**config.mk**
```make
export PLATFORM = sky130hd
export DESIGN_NAME = lfsr_prpg_flat
export DESIGN_NICKNAME = d
export VERILOG_FILES = /design/src/rtl/lfsr_prpg_pkg.sv /design/src/rtl/lfsr_prpg_if.sv /design/src/rtl/lfsr_prpg_step.sv /design/src/rtl/lfsr_prpg.sv /design/src/flat_wrapper.sv
export SDC_FILE = /design/constraint.sdc
export NUM_CORES = 1
export LEC_CHECK = 0
export BUFFER_PORTS_ARGS = -buffer_cell sky130_fd_sc_hd__buf_4
export CORE_ASPECT_RATIO = 0.8
export CORE_MARGIN = 2
export CORE_UTILIZATION = 45
export DETAILED_ROUTE_END_ITERATION = 12
export PLACE_DENSITY = 0.75
export SLEW_MARGIN = 10
export SYNTH_ARGS = -nofsm -noshare
export SYNTH_HDL_FRONTEND = slang
export SYNTH_HIERARCHICAL = 1
export SYNTH_SLANG_ARGS = --single-unit
export TNS_END_PERCENT = 1
```
**constraint.sdc**
```tcl
create_clock -name clk -period 1.95 [get_ports clk]
set_clock_uncertainty 0.1 [all_clocks]
set_input_delay 0.195 -clock clk [delete_from_list [all_inputs] [get_ports clk]]
set_output_delay 0.195 -clock clk [all_outputs]
set_load 0.02 [all_outputs]
```
**src/rtl/lfsr_prpg_pkg.sv**
```systemverilog
// Shared types and helpers for the LFSR pattern generator.
package lfsr_prpg_pkg;

  typedef enum logic [0:0] {
    StIdle,
    StRun
  } lfsr_state_e;

  // Default feedback masks for a few common widths; other widths fall back to the
  // end taps (top and bottom bit).
  function automatic logic [31:0] default_taps(input int unsigned width);
    logic [31:0] taps;
    case (width)
      2:       taps = 32'h0000_0003;
      3:       taps = 32'h0000_0005;
      4:       taps = 32'h0000_0009;
      5:       taps = 32'h0000_0012;
      8:       taps = 32'h0000_00b8;
      16:      taps = 32'h0000_b400;
      32:      taps = 32'h8020_0003;
      default: taps = (32'h1 << (width - 1)) | 32'h1;
    endcase
    return taps;
  endfunction

endpackage

```
**src/rtl/lfsr_prpg_if.sv**
```systemverilog
// Control/data bundle of the LFSR pattern generator.
// LFSR_MISR_EN adds the data_in compaction input.
interface lfsr_prpg_if #(
  parameter int unsigned WIDTH = 4
);

  logic             start;
  logic             stop;
  logic             en;
  logic             load_valid;
  logic [WIDTH-1:0] load_seed;
  logic             load_ready;
  logic [WIDTH-1:0] out;
  logic             running;
  logic             period_done;
  logic [WIDTH-1:0] period;
  logic             lockup;
`ifdef LFSR_MISR_EN
  logic [WIDTH-1:0] data_in;
`endif

  // Driver side (test controller).
  modport master (
    output start, stop, en, load_valid, load_seed,
`ifdef LFSR_MISR_EN
    output data_in,
`endif
    input  load_ready, out, running, period_done, period, lockup
  );

  // Generator side.
  modport slave (
    input  start, stop, en, load_valid, load_seed,
`ifdef LFSR_MISR_EN
    input  data_in,
`endif
    output load_ready, out, running, period_done, period, lockup
  );

endinterface

```
**src/rtl/lfsr_prpg_step.sv**
```systemverilog
// Combinational Fibonacci LFSR next-state: shift left, parity of tapped bits into bit 0.
// LFSR_MISR_EN folds data_i into the result for signature compaction.
module lfsr_prpg_step #(
  parameter int unsigned     WIDTH = 4,
  parameter logic [WIDTH-1:0] TAPS = WIDTH'(4'b1001)
) (
  input  logic [WIDTH-1:0] state_i,
`ifdef LFSR_MISR_EN
  input  logic [WIDTH-1:0] data_i,
`endif
  output logic [WIDTH-1:0] nxt_o
);

  // Next state from current state (and optional compaction data).
  always_comb begin
    nxt_o = {state_i[WIDTH-2:0], ^(state_i & TAPS)};
`ifdef LFSR_MISR_EN
    nxt_o = nxt_o ^ data_i;
`endif
  end

endmodule

```
**src/rtl/lfsr_prpg.sv**
```systemverilog
// Parametrised LFSR pattern generator with seed load, start/stop, step enable,
// period measurement and all-zero lockup detection.
// LFSR_MISR_EN: adds data_in compaction (MISR mode), lockup recovery suppressed.
module lfsr_prpg
  import lfsr_prpg_pkg::*;
#(
  parameter int unsigned      WIDTH = 4,
  parameter logic [WIDTH-1:0] TAPS  = WIDTH'(default_taps(WIDTH)),
  parameter logic [WIDTH-1:0] SEED  = WIDTH'(1)
) (
  input logic         clk,
  input logic         rst,
  lfsr_prpg_if.slave  bus
);

  localparam logic [WIDTH-1:0] One = WIDTH'(1);

  lfsr_state_e      state_q, state_d;
  logic [WIDTH-1:0] out_q, out_d;
  logic [WIDTH-1:0] ref_q, ref_d;
  logic [WIDTH-1:0] cnt_q, cnt_d;
  logic [WIDTH-1:0] period_q, period_d;
  logic             period_done_q, period_done_d;
  logic             lockup_q, lockup_d;
  logic [WIDTH-1:0] nxt;
  logic [WIDTH-1:0] step_val;

  lfsr_prpg_step #(
    .WIDTH (WIDTH),
    .TAPS  (TAPS)
  ) u_step (
    .state_i (out_q),
`ifdef LFSR_MISR_EN
    .data_i  (bus.data_in),
`endif
    .nxt_o   (nxt)
  );

  // FSM, seed load, stepping, period and lockup next-state.
  always_comb begin
    state_d       = state_q;
    out_d         = out_q;
    ref_d         = ref_q;
    cnt_d         = cnt_q;
    period_d      = period_q;
    period_done_d = 1'b0;
    lockup_d      = lockup_q;
    step_val      = nxt;
    unique case (state_q)
      StIdle: begin
        if (bus.load_valid) begin
          // An all-zero seed would lock the register up, so substitute SEED.
          out_d    = (bus.load_seed == '0) ? SEED : bus.load_seed;
          lockup_d = 1'b0;
        end
        if (bus.start) begin
          state_d = StRun;
          ref_d   = out_d;  // a seed loaded this cycle becomes the reference
          cnt_d   = '0;
        end
      end
      StRun: begin
        if (out_q == '0) begin
          lockup_d = 1'b1;
        end
        if (bus.en) begin
`ifndef LFSR_MISR_EN
          if (out_q == '0) begin
            step_val = SEED;
          end
`endif
          out_d = step_val;
          if (step_val == ref_q) begin
            period_done_d = 1'b1;
            period_d      = cnt_q + One;
            cnt_d         = '0;
          end else begin
            cnt_d = cnt_q + One;
          end
        end
        if (bus.stop) begin
          state_d = StIdle;
        end
      end
      default: state_d = StIdle;
    endcase
  end

  // State registers with synchronous reset.
  always_ff @(posedge clk) begin
    if (rst) begin
      state_q       <= StIdle;
      out_q         <= SEED;
      ref_q         <= SEED;
      cnt_q         <= '0;
      period_q      <= '0;
      period_done_q <= 1'b0;
      lockup_q      <= 1'b0;
    end else begin
      state_q       <= state_d;
      out_q         <= out_d;
      ref_q         <= ref_d;
      cnt_q         <= cnt_d;
      period_q      <= period_d;
      period_done_q <= period_done_d;
      lockup_q      <= lockup_d;
    end
  end

  assign bus.out         = out_q;
  assign bus.running     = (state_q == StRun);
  assign bus.load_ready  = (state_q == StIdle);
  assign bus.period_done = period_done_q;
  assign bus.period      = period_q;
  assign bus.lockup      = lockup_q;

endmodule
```
**src/flat_wrapper.sv**
```systemverilog
// flat-port wrapper written by rule: the top's interface ports become plain ports
module lfsr_prpg_flat import lfsr_prpg_pkg::*;
#(
  parameter int unsigned      WIDTH = 4,
  parameter logic [WIDTH-1:0] TAPS  = WIDTH'(default_taps(WIDTH)),
  parameter logic [WIDTH-1:0] SEED  = WIDTH'(1)
)
  (clk, rst, bus_start, bus_stop, bus_en, bus_load_valid, bus_load_seed, bus_load_ready, bus_out, bus_running, bus_period_done, bus_period, bus_lockup);
  lfsr_prpg_if #(.WIDTH(WIDTH)) bus_i ();
  input logic clk;
  input logic rst;
  input wire logic [$bits(bus_i.start)-1:0] bus_start;
  input wire logic [$bits(bus_i.stop)-1:0] bus_stop;
  input wire logic [$bits(bus_i.en)-1:0] bus_en;
  input wire logic [$bits(bus_i.load_valid)-1:0] bus_load_valid;
  input wire logic [$bits(bus_i.load_seed)-1:0] bus_load_seed;
  output wire logic [$bits(bus_i.load_ready)-1:0] bus_load_ready;
  output wire logic [$bits(bus_i.out)-1:0] bus_out;
  output wire logic [$bits(bus_i.running)-1:0] bus_running;
  output wire logic [$bits(bus_i.period_done)-1:0] bus_period_done;
  output wire logic [$bits(bus_i.period)-1:0] bus_period;
  output wire logic [$bits(bus_i.lockup)-1:0] bus_lockup;
  assign bus_i.start = bus_start;
  assign bus_i.stop = bus_stop;
  assign bus_i.en = bus_en;
  assign bus_i.load_valid = bus_load_valid;
  assign bus_i.load_seed = bus_load_seed;
  assign bus_load_ready = bus_i.load_ready;
  assign bus_out = bus_i.out;
  assign bus_running = bus_i.running;
  assign bus_period_done = bus_i.period_done;
  assign bus_period = bus_i.period;
  assign bus_lockup = bus_i.lockup;
  lfsr_prpg #(.WIDTH(WIDTH), .TAPS(TAPS), .SEED(SEED)) u_core (.clk(clk), .rst(rst), .bus(bus_i));
endmodule
```
Yosys cells after proc, flatten, opt, wreduce, memory -nomap -nowiden

Index checks and enable logic that the tools add are counted.

Flip-flop bits (word level): 19
Input bits: 10
Output and inout port bits: 12
Logic and storage cells: 41

Eq/ne operators: 5
Bitwise operators: 2
Multiplexer cells: 18
Reduce and logical (&&, ||, !) cells: 8
Add/subtract/negate cells: 1

Operator list:

| cell                  | number |
|---|---|
| $mux W4               | 9 |
| $pmux W4 S2           | 2 |
| $logic_not A4 Y1      | 2 |
| $ne A2 B2 Y1 const B  | 4 |
| $reduce_and A2 Y1     | 3 |
| $mux W1               | 5 |
| $add A4 B1 Y4 const B | 1 |
| $eq A4 B4 Y1          | 1 |
| $pmux W1 S2           | 2 |
| $reduce_xor A4 Y1     | 1 |
| $reduce_and A3 Y1     | 1 |
| $reduce_or A3 Y1      | 1 |
| $not A1 Y1            | 2 |

Depth between registers and ports, before layout

Word-level depth: 8
Mapped depth: 6

Cells and area by module

Netlist, hierarchy kept.

Modules (own cells, without submodules):

| module         | cells each | instances | area each (um^2) |
|---|---|---|---|
| lfsr_prpg      | 108        | 1         | 929.6 |
| lfsr_prpg_step | 4          | 1         | 31.3 |

Least setup slack after synthesis

Ideal clock, no wire load.

Kind: reg2reg
Start: register u_core.out_q[0], in the netlist u_core/bus.out[0]
End: register u_core.period_q[3], in the netlist u_core/bus.period[3]
Cell stages (with the launch flop): 6
Buffers on the path: 0
Clock period less this slack: 1921 ps
Arrival: 1751 ps
Setup time: 70 ps
Path slack: 29 ps
Required time: 1780 ps
Path through: dfxtp_1 o41ai_1 xor2_1 nand2_2 or4_1 a21oi_1

Cells in the longest elaborated chain, start to end: 6

RTL lines:

| item                                                         | line                                  | source |
|---|---|---|
| from (decl)                                                  | lfsr_prpg.sv:19                       | `logic [WIDTH-1:0] out_q, out_d;` |
| from (signal assigned)                                       | lfsr_prpg.sv:101                      | `out_q <= out_d;` |
| $reduce_xor A4 Y1 / $logic_not A4 Y1 (equally long branches) | lfsr_prpg_step.sv:16, lfsr_prpg.sv:68 |  |
| $mux W4 *                                                    | lfsr_prpg.sv:68                       | `if (out_q == '0) begin` |
| $mux W4 *                                                    | lfsr_prpg.sv:66                       | `if (bus.en) begin` |
| $mux W4 *                                                    | lfsr_prpg.sv:49                       | `unique case (state_q)` |
| $eq A4 B4 Y1 *                                               | lfsr_prpg.sv:73                       | `if (step_val == ref_q) begin` |
| $reduce_and A3 Y1 (no source line) *                         | -                                     |  |
| to (signal assigned)                                         | lfsr_prpg.sv:104                      | `period_q <= period_d;` |
| to (decl)                                                    | lfsr_prpg.sv:22                       | `logic [WIDTH-1:0] period_q, period_d;` |

Every way passes the cells marked *; elsewhere a longest branch is shown, timed or not. The select of a mux whose other input is x is not followed.
A chain may end at the register's enable or synchronous reset.

Worst setup path in the final report

Start: register u_core.out_q[2], in the netlist u_core/bus.out[2]
End: register u_core.period_q[3], in the netlist u_core/bus.period[3]

Cells in the longest elaborated chain, start to end: 6

RTL lines:

| item                                 | line |
|---|---|
| $logic_not A4 Y1                     | lfsr_prpg.sv:68 |
| $mux W4 *                            | lfsr_prpg.sv:68 |
| $mux W4 *                            | lfsr_prpg.sv:66 |
| $mux W4 *                            | lfsr_prpg.sv:49 |
| $eq A4 B4 Y1 *                       | lfsr_prpg.sv:73 |
| $reduce_and A3 Y1 (no source line) * | - |

Marks and branches as above.

==> metrics.md <==
| Metric | Value |
|---|---|
| RSZ-0062 raised after global routing | `true` |
| Worst Max-Slew Pin Slew | `0.3866 ns` |
| Drt first-iter violations | `43` |
| Synthesis Warnings | `6` |
| Leakage | `0.0005472 uW` |
| Tcrit/Tclk final | `99.76%` |
| CP Launch Type | `flip-flop` |
| Gpl congestion | `0.8115` |
| Most frequent cells in the layout | `buf_4, dfxtp_1, nor2_1` |
| DRC | `0` |
| Max Root-Sink Buffers | `2` |
| CP Max Fanout | `7` |
| Slowest cell on the critical path | `or4_4` |
| Syn Inst Count | `112` |
| GRT overflow | `0` |
| First-pass GRT wire length | `3843 microns` |
| Worst Path Arrival | `2.08 ns` |
| Worst min path class | `in -> reg` |
| CP peak stage delay | `0.53 ns` |
| Worst setup path class | `reg -> reg` |
| Vias post-DR | `964` |
| Worst Path Required | `2.08 ns` |
| Die area | `2523 sq um` |
| I/O Pins | `22` |
| Antenna diodes | `0` |
| Chip height | `45.33 microns` |
| GRT Util Overall | `19.80%` |
| Flop pwr share | `50.1%` |
| Max Slew Vio Count | `0` |
| Post-DP Area | `1164 sq um` |
| Largest net degree at the start of global routing | `17` |
| Max_slew headroom | `74.19%` |
| CTS tree | `done` |
| Synthesized net count | `123` |
| Number of port buffers | `21` |
| Bufs and invs on worst path | `0` |
| Chip Width | `55.67 microns` |
| Post-synthesis average cell area | `8.580 sq um` |
| ANT nets after route | `0` |
| CTS Buf Count | `3` |
| Main synth FF type | `dfxtp_1` |
| Max Cap Violations | `0` |
| Logic gate share of total power | `26.8%` |
| Outcome | `finished, final reports clean` |
| CTS clk-pin slew, worst paths | `0.11 ns` |
| Switch Pwr | `277.6 uW` |
| Post-Route Utilization | `67.70%` |
| Clock power frac | `23.1%` |
| Area Growth Syn to Fin | `36.98%` |
| Peak Freq | `514.1 MHz` |
| Cell variety after synth | `30` |
| Num rows | `14` |
| Vias in the first global route | `816` |
| Initial antenna violation count | `0` |
| CORE AREA | `1944 sq um` |
| Crit-path cells | `o41ai_4 -> xor2_1 -> o21ai_2 -> or4_4 -> a21oi_2` |
| Hold Vio Cnt, Final | `0` |
| DR pass1 iterations | `5` |
| Layout cells sized above 1 | `34.72%` |
| Top-area cell type share of the netlist area | `39.58%` |
| Fill count | `148` |
| Setup violators final | `0` |
| Dpl hpwl | `1637 microns` |
| Power Density | `664.7 nW/um^2` |
| Setup tns final | `0 ns` |
| Clock Latency Late Sink | `0.30 ns` |
| Post-synth EDFFs | `0` |
| H-tree levels | `1` |
| Post-layout nets | `156` |
| Register area share after synthesis | `39.58%` |
| Final Cell Area | `1316 sq um` |
| WHS | `0.07639 ns` |
| Cell family with most CP delay | `compound AO/OA/AOI/OAI gates` |
| Drt total wl | `2555 microns` |
| Vias/cell | `5.738` |
| Initial Util | `49.42%` |
| P_int | `597.2 uW` |
| Yosys reg bits | `19` |
| Switching Fraction | `31.73%` |
| Mapped Area | `960.9 sq um` |
| Async set or reset register ratio after synthesis | `0%` |
| CP endpoint kind | `flip-flop` |
| Crit path time final | `1.945 ns` |
| Peak VDD IR | `0.0005357 V` |
| CTS root buf | `clkbuf_4` |
| WL per Instance | `15.21 microns` |
| CTS Sinks | `19` |
| Commonest non-fill, non-tap cell in the layout | `buf_4` |
| Synth area leader | `dfxtp_1` |
| Largest cells by area after synthesis | `dfxtp_1, mux2i_1, nor2_1, xor2_1, a21oi_1` |
[flip-flops by register name (all words and copies together), names as in the netlist]
name and count:
u_core/bus.running 1, u_core/ref_q 4, u_core/bus.period 4, u_core/cnt_q 4, u_core/bus.period_done 1, u_core/bus.lockup 1, u_core/bus.out 4
[kinds of logic after synthesis]
| kind of cell | share of synthesized area (%) |
|---|---|
| AOI/OAI and AO/OA | 21.49 |
| xor gates and xnor gates | 4.557 |
| adders and majority gates | 1.302 |
| buffers and inverters | 5.469 |
| DFF | 39.58 |
| muxes | 6.250 |
| and+or+nand+nor | 21.35 |
[repair_timing]
action / in CTS / in global routing
gates resized for setup: 6 / 8
buffers inserted: 0 / 6
pin swaps: 2 / 7
hold buffers: 1 / 0
endpoints found under the hold margin: 1 / 0
setup endpoints to repair: 1 / 8
[stage by stage]
step	cells	power, uW	setup WS [ns]
after detailed placement	157	634.0	0.02495
after CTS	162	840.8	0.001455
after global routing	168	920.6	-0.04973
final	168	874.9	0.004745
after floorplan	112	558.0	0.02912
after global placement	157	628.6	0.1019
[area by class of cell]
| type | instances | area (sq um) | area share [%] |
|---|---|---|---|
| clock buffer | 4 | 26.28 | 1.996 |
| timing repair buffer | 36 | 277.8 | 21.10 |
| tap | 24 | 30.03 | 2.281 |
| sequential | 19 | 392.9 | 29.85 |
| inverter | 2 | 7.507 | 0.5703 |
| multi-input combinational | 83 | 581.8 | 44.20 |
[routing by layer]
metal / global-route usage [%] / up-vias / share of wire, %
li1: - / 467 / -
met1: 27.00 / 463 / 49
met2: 31.67 / 32 / 45
met3: 6.590 / 2 / 5.9
met4: 2.927 / 0 / 0.39
met5: 0 / - / 0
[worst paths after layout]
path / from / endpoint / slack (ns) / depth (start not counted)
min reg2reg: u_core/bus.period[2] / u_core/bus.period[2] / 0.37 / 2
max reg2reg: u_core/bus.out[2] / u_core/bus.period[3] / 0.005 / 5
min: bus_load_seed[3] / u_core/bus.out[3] / 0.08 / 3
max: u_core/bus.out[2] / u_core/bus.period[3] / 0.005 / 5
[power groups by stage]
stage	clock network [uW]	logic [uW]	registers, uW
final	202	235	438
after global routing	225	255	441
after CTS	204	201	435
after detailed placement	0	195	439
after global placement	0	190	439
after floorplan	0	114	444
[Yosys cell counts, types with 3 or more instances]
library cell	count
dfxtp_1	19
nor2_1	14
nand2_1	10
a21oi_1	8
mux2i_1	6
o21ai_0	5
xor2_1	5
a211oi_1	4
nor2b_1	4
a222oi_1	3
buf_2	3
buf_4	3
nor3_1	3
[worst reg2reg max path: stages, from the launching register on]
cell and delay (ns):
dfxtp_4 0.40, o41ai_4 0.38, xor2_1 0.21, o21ai_2 0.13
or4_4 0.53, a21oi_2 0.13
Power figures use the tool's default switching activity.
